===== src/rtl/fetch_unit_pkg.sv =====
// Shared CPU constants used by the fetch unit and the control FSM.
//   pc_op_t          : PC operation codes driven by the control FSM
//   CPU_RESET_VECTOR : PC value loaded on reset and on PC_RESET
//   fetch_state_t    : fetch FSM states
//   fetch_tgt_t      : destination register of an outstanding read
package fetch_unit_pkg;

  localparam logic [15:0] CPU_RESET_VECTOR = 16'h0000;

  typedef enum logic [1:0] {
    PC_NOP   = 2'd0,
    PC_INC   = 2'd1,
    PC_SET   = 2'd2,
    PC_RESET = 2'd3
  } pc_op_t;

  typedef enum logic {
    ST_IDLE = 1'b0,
    ST_BUS  = 1'b1
  } fetch_state_t;

  typedef enum logic {
    TGT_INSTR = 1'b0,
    TGT_IMM   = 1'b1
  } fetch_tgt_t;

endpackage


===== src/rtl/fetch_unit_pc_reg.sv =====
// Program counter register and its update logic.
//   clk, rst_n : clock, asynchronous active-low reset
//   en         : update enable; with en=0 the PC holds
//   pc_op      : NOP holds, INC adds 2 (wraps), SET loads pc_in halfword-aligned,
//                RESET loads RESET_VECTOR
//   pc_in      : branch target
//   pc         : current PC
module pc_reg
  import fetch_unit_pkg::*;
#(
  parameter logic [15:0] RESET_VECTOR = CPU_RESET_VECTOR
) (
  input  logic        clk,
  input  logic        rst_n,
  input  logic        en,
  input  pc_op_t      pc_op,
  input  logic [15:0] pc_in,
  output logic [15:0] pc
);

  // NOTE: sequential state uses non-blocking (<=) so every register samples
  // the pre-edge values of its neighbours, regardless of statement order.
  always_ff @(posedge clk or negedge rst_n) begin
    if (!rst_n) begin
      pc <= RESET_VECTOR;
    end else if (en) begin
      case (pc_op)
        PC_INC:   pc <= pc + 16'd2;          // 0xFFFE wraps to 0x0000
        PC_SET:   pc <= pc_in & 16'hFFFE;    // instructions are halfword aligned
        PC_RESET: pc <= RESET_VECTOR;
        default:  pc <= pc;
      endcase
    end
  end

endmodule


===== src/rtl/fetch_unit.sv =====
// Instruction / immediate fetch unit.
//   clk, rst_n          : clock, asynchronous active-low reset
//   en                  : gates PC updates and request acceptance
//   pc_op, pc_in        : PC operation and branch target
//   fetch_req, imm_req  : fetch instruction / immediate word (fetch wins if both)
//   mem_ack, mem_rdata  : memory read completion and data
//   mem_req, mem_addr   : registered read request and address
//   pc_o                : current PC
//   instr_o, imm_o      : last fetched instruction / immediate word
//   busy                : high while a read is outstanding (pipeline stall)
//   bus_err             : sticky error (collision, request while busy, timeout)
module fetch_unit
  import fetch_unit_pkg::*;
#(
  parameter logic [15:0] RESET_VECTOR = CPU_RESET_VECTOR,
  parameter logic [7:0]  TIMEOUT      = 8'd255
) (
  input  logic        clk,
  input  logic        rst_n,
  input  logic        en,
  input  logic [1:0]  pc_op,
  input  logic [15:0] pc_in,
  input  logic        fetch_req,
  input  logic        imm_req,
  input  logic        mem_ack,
  input  logic [15:0] mem_rdata,
  output logic        mem_req,
  output logic [15:0] mem_addr,
  output logic [15:0] pc_o,
  output logic [15:0] instr_o,
  output logic [15:0] imm_o,
  output logic        busy,
  output logic        bus_err
);

  fetch_state_t state, state_next;
  fetch_tgt_t   tgt;
  logic [7:0]   wait_cnt;
  logic         any_req;
  logic         accept;
  logic         timeout_hit;

  pc_reg #(
    .RESET_VECTOR(RESET_VECTOR)
  ) u_pc_reg (
    .clk   (clk),
    .rst_n (rst_n),
    .en    (en),
    .pc_op (pc_op_t'(pc_op)),
    .pc_in (pc_in),
    .pc    (pc_o)
  );

  assign any_req = fetch_req | imm_req;
  assign accept  = (state == ST_IDLE) && en && any_req;
  // Fires on the TIMEOUT-th consecutive BUS cycle without an ack.
  assign timeout_hit = (state == ST_BUS) && !mem_ack && (wait_cnt == TIMEOUT - 8'd1);
  assign busy    = (state != ST_IDLE);

  always_ff @(posedge clk or negedge rst_n) begin
    if (!rst_n) state <= ST_IDLE;
    else        state <= state_next;
  end

  // NOTE: state_next gets a default before the case so no path leaves it
  // unassigned, which would otherwise infer a latch.
  always_comb begin
    state_next = state;
    case (state)
      ST_IDLE: if (accept)                 state_next = ST_BUS;
      ST_BUS:  if (mem_ack || timeout_hit) state_next = ST_IDLE;
      default:                             state_next = ST_IDLE;
    endcase
  end

  always_ff @(posedge clk or negedge rst_n) begin
    if (!rst_n) begin
      mem_req  <= 1'b0;
      mem_addr <= 16'h0000;
      tgt      <= TGT_INSTR;
      wait_cnt <= 8'd0;
      instr_o  <= 16'h0000;
      imm_o    <= 16'h0000;
      bus_err  <= 1'b0;
    end else begin
      if (accept) begin
        // Address is the PC before any pc_op applied on this same edge.
        mem_req  <= 1'b1;
        mem_addr <= pc_o;
        tgt      <= fetch_req ? TGT_INSTR : TGT_IMM;
        wait_cnt <= 8'd0;
        if (fetch_req && imm_req) bus_err <= 1'b1;
      end

      if (state == ST_BUS) begin
        // Requests while busy are dropped but flagged; en does not stall BUS.
        if (any_req) bus_err <= 1'b1;
        if (mem_ack) begin
          mem_req <= 1'b0;
          if (tgt == TGT_INSTR) instr_o <= mem_rdata;
          else                  imm_o   <= mem_rdata;
        end else if (timeout_hit) begin
          mem_req <= 1'b0;
          bus_err <= 1'b1;
        end else begin
          wait_cnt <= wait_cnt + 8'd1;
        end
      end
    end
  end

endmodule


===== config.mk =====
export PLATFORM = sky130hd
export DESIGN_NAME = fetch_unit
export DESIGN_NICKNAME = d
export VERILOG_FILES = /design/src/rtl/fetch_unit_pkg.sv /design/src/rtl/fetch_unit_pc_reg.sv /design/src/rtl/fetch_unit.sv
export SDC_FILE = /design/constraint.sdc
export NUM_CORES = 1
export LEC_CHECK = 0
export CELL_PAD_IN_SITES_DETAIL_PLACEMENT = 2
export CELL_PAD_IN_SITES_GLOBAL_PLACEMENT = 2
export CORE_UTILIZATION = 25
export DETAILED_ROUTE_END_ITERATION = 12
export GPL_TIMING_DRIVEN = 0
export PLACE_DENSITY_LB_ADDON = 0.3
export REMOVE_ABC_BUFFERS = 1
export SLEW_MARGIN = 40
export SYNTH_ARGS = -nofsm -noshare
export SYNTH_HDL_FRONTEND = slang
export SYNTH_HIERARCHICAL = 1
export SYNTH_SLANG_ARGS = --single-unit
export TNS_END_PERCENT = 30

===== constraint.sdc =====
create_clock -name clk -period 2 [get_ports clk]
set_input_delay 0.6 -clock clk [delete_from_list [all_inputs] [get_ports clk]]
set_output_delay 0.6 -clock clk [all_outputs]
set_load 0.05 [all_outputs]

**After elaboration in Yosys (flattened, before gate mapping)**

Cells that the tools add are included.

- Bits of input ports: 40
- Flip-flop bits (word level): 76
- Word-level logic and storage cells: 48

- Add/subtract/negate cells: 2
- Muxes and demuxes: 19
- Equal/unequal tests: 4
- Reductions and logical operators: 11
- Bitwise logic cells: 3

Operators with widths:

| kind | count |
|---|---|
| $pmux 16 s3 | 1 |
| $mux 8 | 4 |
| $add 16x2->16 const B | 1 |
| $mux 1 | 13 |
| $add 8x1->8 const B | 1 |
| $eq 8x8->1 const B | 1 |
| $reduce_and 3->1 | 2 |
| $logic_and 1x1->1 | 5 |
| $eq 2x2->1 const B | 2 |
| $reduce_bool 3->1 | 1 |
| $eq 2x1->1 const B | 1 |
| $not 1->1 | 2 |
| $pmux 1 s2 | 1 |
| $reduce_and 2->1 | 1 |
| $logic_not 1->1 | 1 |
| $logic_or 1x1->1 | 1 |
| $or 1x1->1 | 1 |

**Depth between registers and ports, before layout**

- Depth in word-level cells: 8
- Mapped depth: 7

**Modules after synthesis**

Netlist, hierarchy kept.

Modules (own cells, without submodules):

| module | instances | sequential area each (um^2) | cells an instance | area an instance (um^2) |
|---|---|---|---|---|
| fetch_unit | 1 | 1501.4 | 168 | 2414.8 |
| pc_reg | 1 | 375.4 | 139 | 1189.9 |

**Worst setup path after synthesis**

No wires, ideal clock.

- Path type: register -> register
- Start point: reg state, in the netlist busy
- End point: reg mem_addr[9]
- Path buffers: 2
- Library setup time: 0.125 ns
- Setup slack: 0.176 ns
- Data required time: 1.875 ns
- Period minus slack after synthesis: 1.824 ns
- Cell stages (with the launch flop): 6
- Arrival: 1.700 ns
- Cell sequence: dfrtp_1 > nor2b_1 > o21a_1 > buf_2 > buf_4 > mux2_2

- Cells in the longest elaborated chain, start to end: 3

Ends and longest elaborated chain:

| what | RTL line | source |
|---|---|---|
| start: declaration | fetch_unit.sv:36 | `fetch_state_t state, state_next;` |
| start signal: assignment | fetch_unit.sv:62 | `else state <= state_next;` |
| $not 1->1 | - |  |
| $logic_and 1x1->1 (2 in series) | fetch_unit.sv:55 | `assign accept = (state == ST_IDLE) && en && any_req;` |
| end signal: assignment | fetch_unit.sv:89 | `mem_addr <= pc_o;` |
| end: declaration | fetch_unit.sv:28 | `output logic [15:0] mem_addr,` |

No other way between the ends.
A chain may end at the register's enable or synchronous reset.

**Final worst setup path**

- Start point: reg u_pc_reg.pc[10]
- End point: out pc_o[10]

RTL lines:

| what | RTL line | source |
|---|---|---|
| start: declaration | fetch_unit_pc_reg.sv:18 | `output logic [15:0] pc` |
| start signal: assignment | fetch_unit_pc_reg.sv:28 | `PC_INC: pc <= pc + 16'd2;` |
| start signal: assignment | fetch_unit_pc_reg.sv:29 | `PC_SET: pc <= pc_in & 16'hFFFE;` |
| start signal: assignment | fetch_unit_pc_reg.sv:31 | `default: pc <= pc;` |
| end: declaration | fetch_unit.sv:29 | `output logic [15:0] pc_o,` |

No word-level cell between the ends.

==> out/metrics.cfg <==
[critical_path]
cp.required_ns = 1.40
critical_path.top_delay_family = buffers and inverters
timing.rr.end = wait_cnt[6]
ff2ff_path_depth = 6
slowest_delay_ns = 0.54
path_cells = clkdlybuf4s15_1
rrSetupSlack_ns = 0.16
cp.arrival_ns = 1.36
critPathMaxFanout = 7
worst_setup_path_end_kind = primary output
critPathKind = flip-flop to primary output
cp_num_buf_inv = 1
rr_startpoint = wait_cnt[0]
worst_setup_path_start_kind = flip-flop
slowest_stage = clkdlybuf4s15_1
crit_start = u_pc_reg/pc[10]

[layout]
drive_above_1_share_pct = 21.9
multi_input_area_um2 = 1580
final_common_cell = dfrtp_1
area_growth_pct = 39.8
finalCoreUtilization_pct = 36.0
reg_top3 = imm_o x16, instr_o x16, mem_addr x16
fill_cells = 1502
finalNetCount = 449
antenna_cells = 0
seqCellArea_um2 = 1880
final_cell_mix = dfrtp_1, dlygate4sd2_1, mux2_2
design_area_um2 = 5040
final_cells = 591

[place]
place_area_um2 = 4760
gp_congestion = 0.706
dp_slack_ns = -0.700
port_buffers = 104
placedCellCount = 575
dpl.hpwl_mm = 7.67

[grt]
grtUsageTotal_pct = 16.0
overflow = 0
grt_max_degree = 46
antenna_found_initial = 0
grt_pass1_vias = 3186
grt_pass1_wl_mm = 17.8

[floorplan]
io_pins = 107
die_h_um = 122
dieWidth_um = 122
dieArea_um2 = 14900
start_util_pct = 25.8
rows = 43
core_area_um2 = 14000

[power_and_ir_drop]
total_power_mw = 7.60
p_leak_nw = 2.21
ir_drop_v = 0.000730
cellPowerDensity_nw_per_um2 = 1510

[sta]
setup_viol = 0
tightest_slew_ns = 0.533
skew_ns = 0.00477
slew_headroom_pct = 64.1
fin_ws_ns = 0.0368
rsz0062_at_grt = false
post-route-period-util_pct = 98.2
min_period_ns = 1.96
hold_viol = 0
max_freq_mhz = 509
slew_viol_final = 0

[drt]
drt_wl_total_mm = 11.0
num_vias = 2913
dr.pass1.iters = 4
drc_errors = 0
drtIter0Drc = 113
ant_nets = 0
vias_per_cell = 4.93
wire_per_inst_um = 18.6

[yosys]
ys.flop_type = dfrtp_1
synth_seq_cells = 75
synth.distinct_cells = 48
async_reset_ff_share_pct = 100
syn-cell-area_um2 = 3600
synth_compound_area_share_pct = 10.6
syn_inst = 307
synth_adder_area_share_pct = 1.04
synth_top_area_cell = dfrtp_1
synth_top_family_by_area = multiplexers
synth_top_area_share_pct = 52.1
synthSimpleGateAreaFrac_pct = 14.1
synth-xor-area-share_pct = 0
yosysSeqAreaShare_pct = 52.1
yosysWarnings = 6
syn_avg_cell_area_um2 = 11.7
synth-edff-count = 0
synth_area_leaders = dfrtp_1, mux2_2, a21oi_1, nand3_1, mux2i_1
synth_mux_area_share_pct = 17.3

[status]
status = completed

[cts]
cts_buffer_depth = 2
cts_tree = yes
clock-sinks = 75
cts.clk_slew.worst_paths_ns = 0.06
cts_made_buffers = 9
clk-insertion-delay-late_ns = 0.34
h-tree-depth = 3
cts_setup_buffers = 0
ctsRootBufferMaster = clkbuf_16

[hold_path]
min_path_type = input pin to asynchronous set/reset pin

[job]
maxCapViolCount = 0

kinds of logic after synthesis:
logic type / Yosys count
compound gates: 59
fa+ha+maj: 3
buf+inv: 25
flops: 75
mux: 56
other cells: 1
simple gates: 88
cells in the mapped netlist (3+ instances only):
library cell	number
dfrtp_1	75
mux2_2	49
a21oi_1	22
nand3_1	20
nor2_1	12
nand2_1	11
and3_1	9
nor3_1	9
buf_2	8
mux2i_1	7
o21ai_0	7
inv_1	6
nand2b_1	6
o221ai_1	6
a31oi_1	4
nand4_1	4
a211o_1	3
a211oi_1	3
a21o_1	3
buf_6	3
clkbuf_1	3
ha_1	3
nor3b_1	3
repair_timing:
item | 4_1_cts | 5_1_grt
setup endpoints to repair | 99 | 23
gates cloned | 0 | 0
resized for setup | 89 | 5
hold buffers | 0 | 0
routing by layer:
layer,vias up,wire (µm),part of all wire (%),GRT usage (%)
met3,13,390,3.5,3.75
li1,1335,-,-,-
met2,54,5430,49,25.8
met5,-,0,0,0
met1,1511,5040,46,20.6
met4,0,157,1.4,6.17
how the worst max path moves through the flow:
stage,endpoint,slack (ns),cells past startpoint
2_1_floorplan,wait_cnt[3],0.09,4
5_1_grt,pc_o[1],0.0008,1
3_3_place_gp,imm_o[6],-2.63,1
4_1_cts,pc_o[8],-0.13,1
6_report,pc_o[10],0.04,1
3_5_place_dp,u_pc_reg/pc[14],-0.70,4
cell type report:
cell class	count	area share, %
timing repair buffer	106	19.9
clock inverter	7	1.99
tap	180	4.47
inverter	7	0.521
clock buffer	9	4.47
multi-input combinational	207	31.4
sequential	75	37.2
power breakdown:
group          total [mW]  switching, mW  internal [mW]  leakage [nW]
sequential           2.41          0.384           2.03         0.894
clock                1.79          0.691           1.10         0.160
combinational        3.39           2.39           1.01          1.16
per-stage QoR:
| step | setup TNS [ns] | hold slack (ns) |
|---|---|---|
| 2_1_floorplan | 0 | 0.304 |
| 3_3_place_gp | -259.80 | 0.472 |
| 3_5_place_dp | -23.63 | 0.465 |
| 4_1_cts | -0.129 | 0.145 |
| 5_1_grt | 0 | 0.155 |
| 6_report | 0 | 0.145 |
Note: power is estimated with default switching activity, not from simulation.
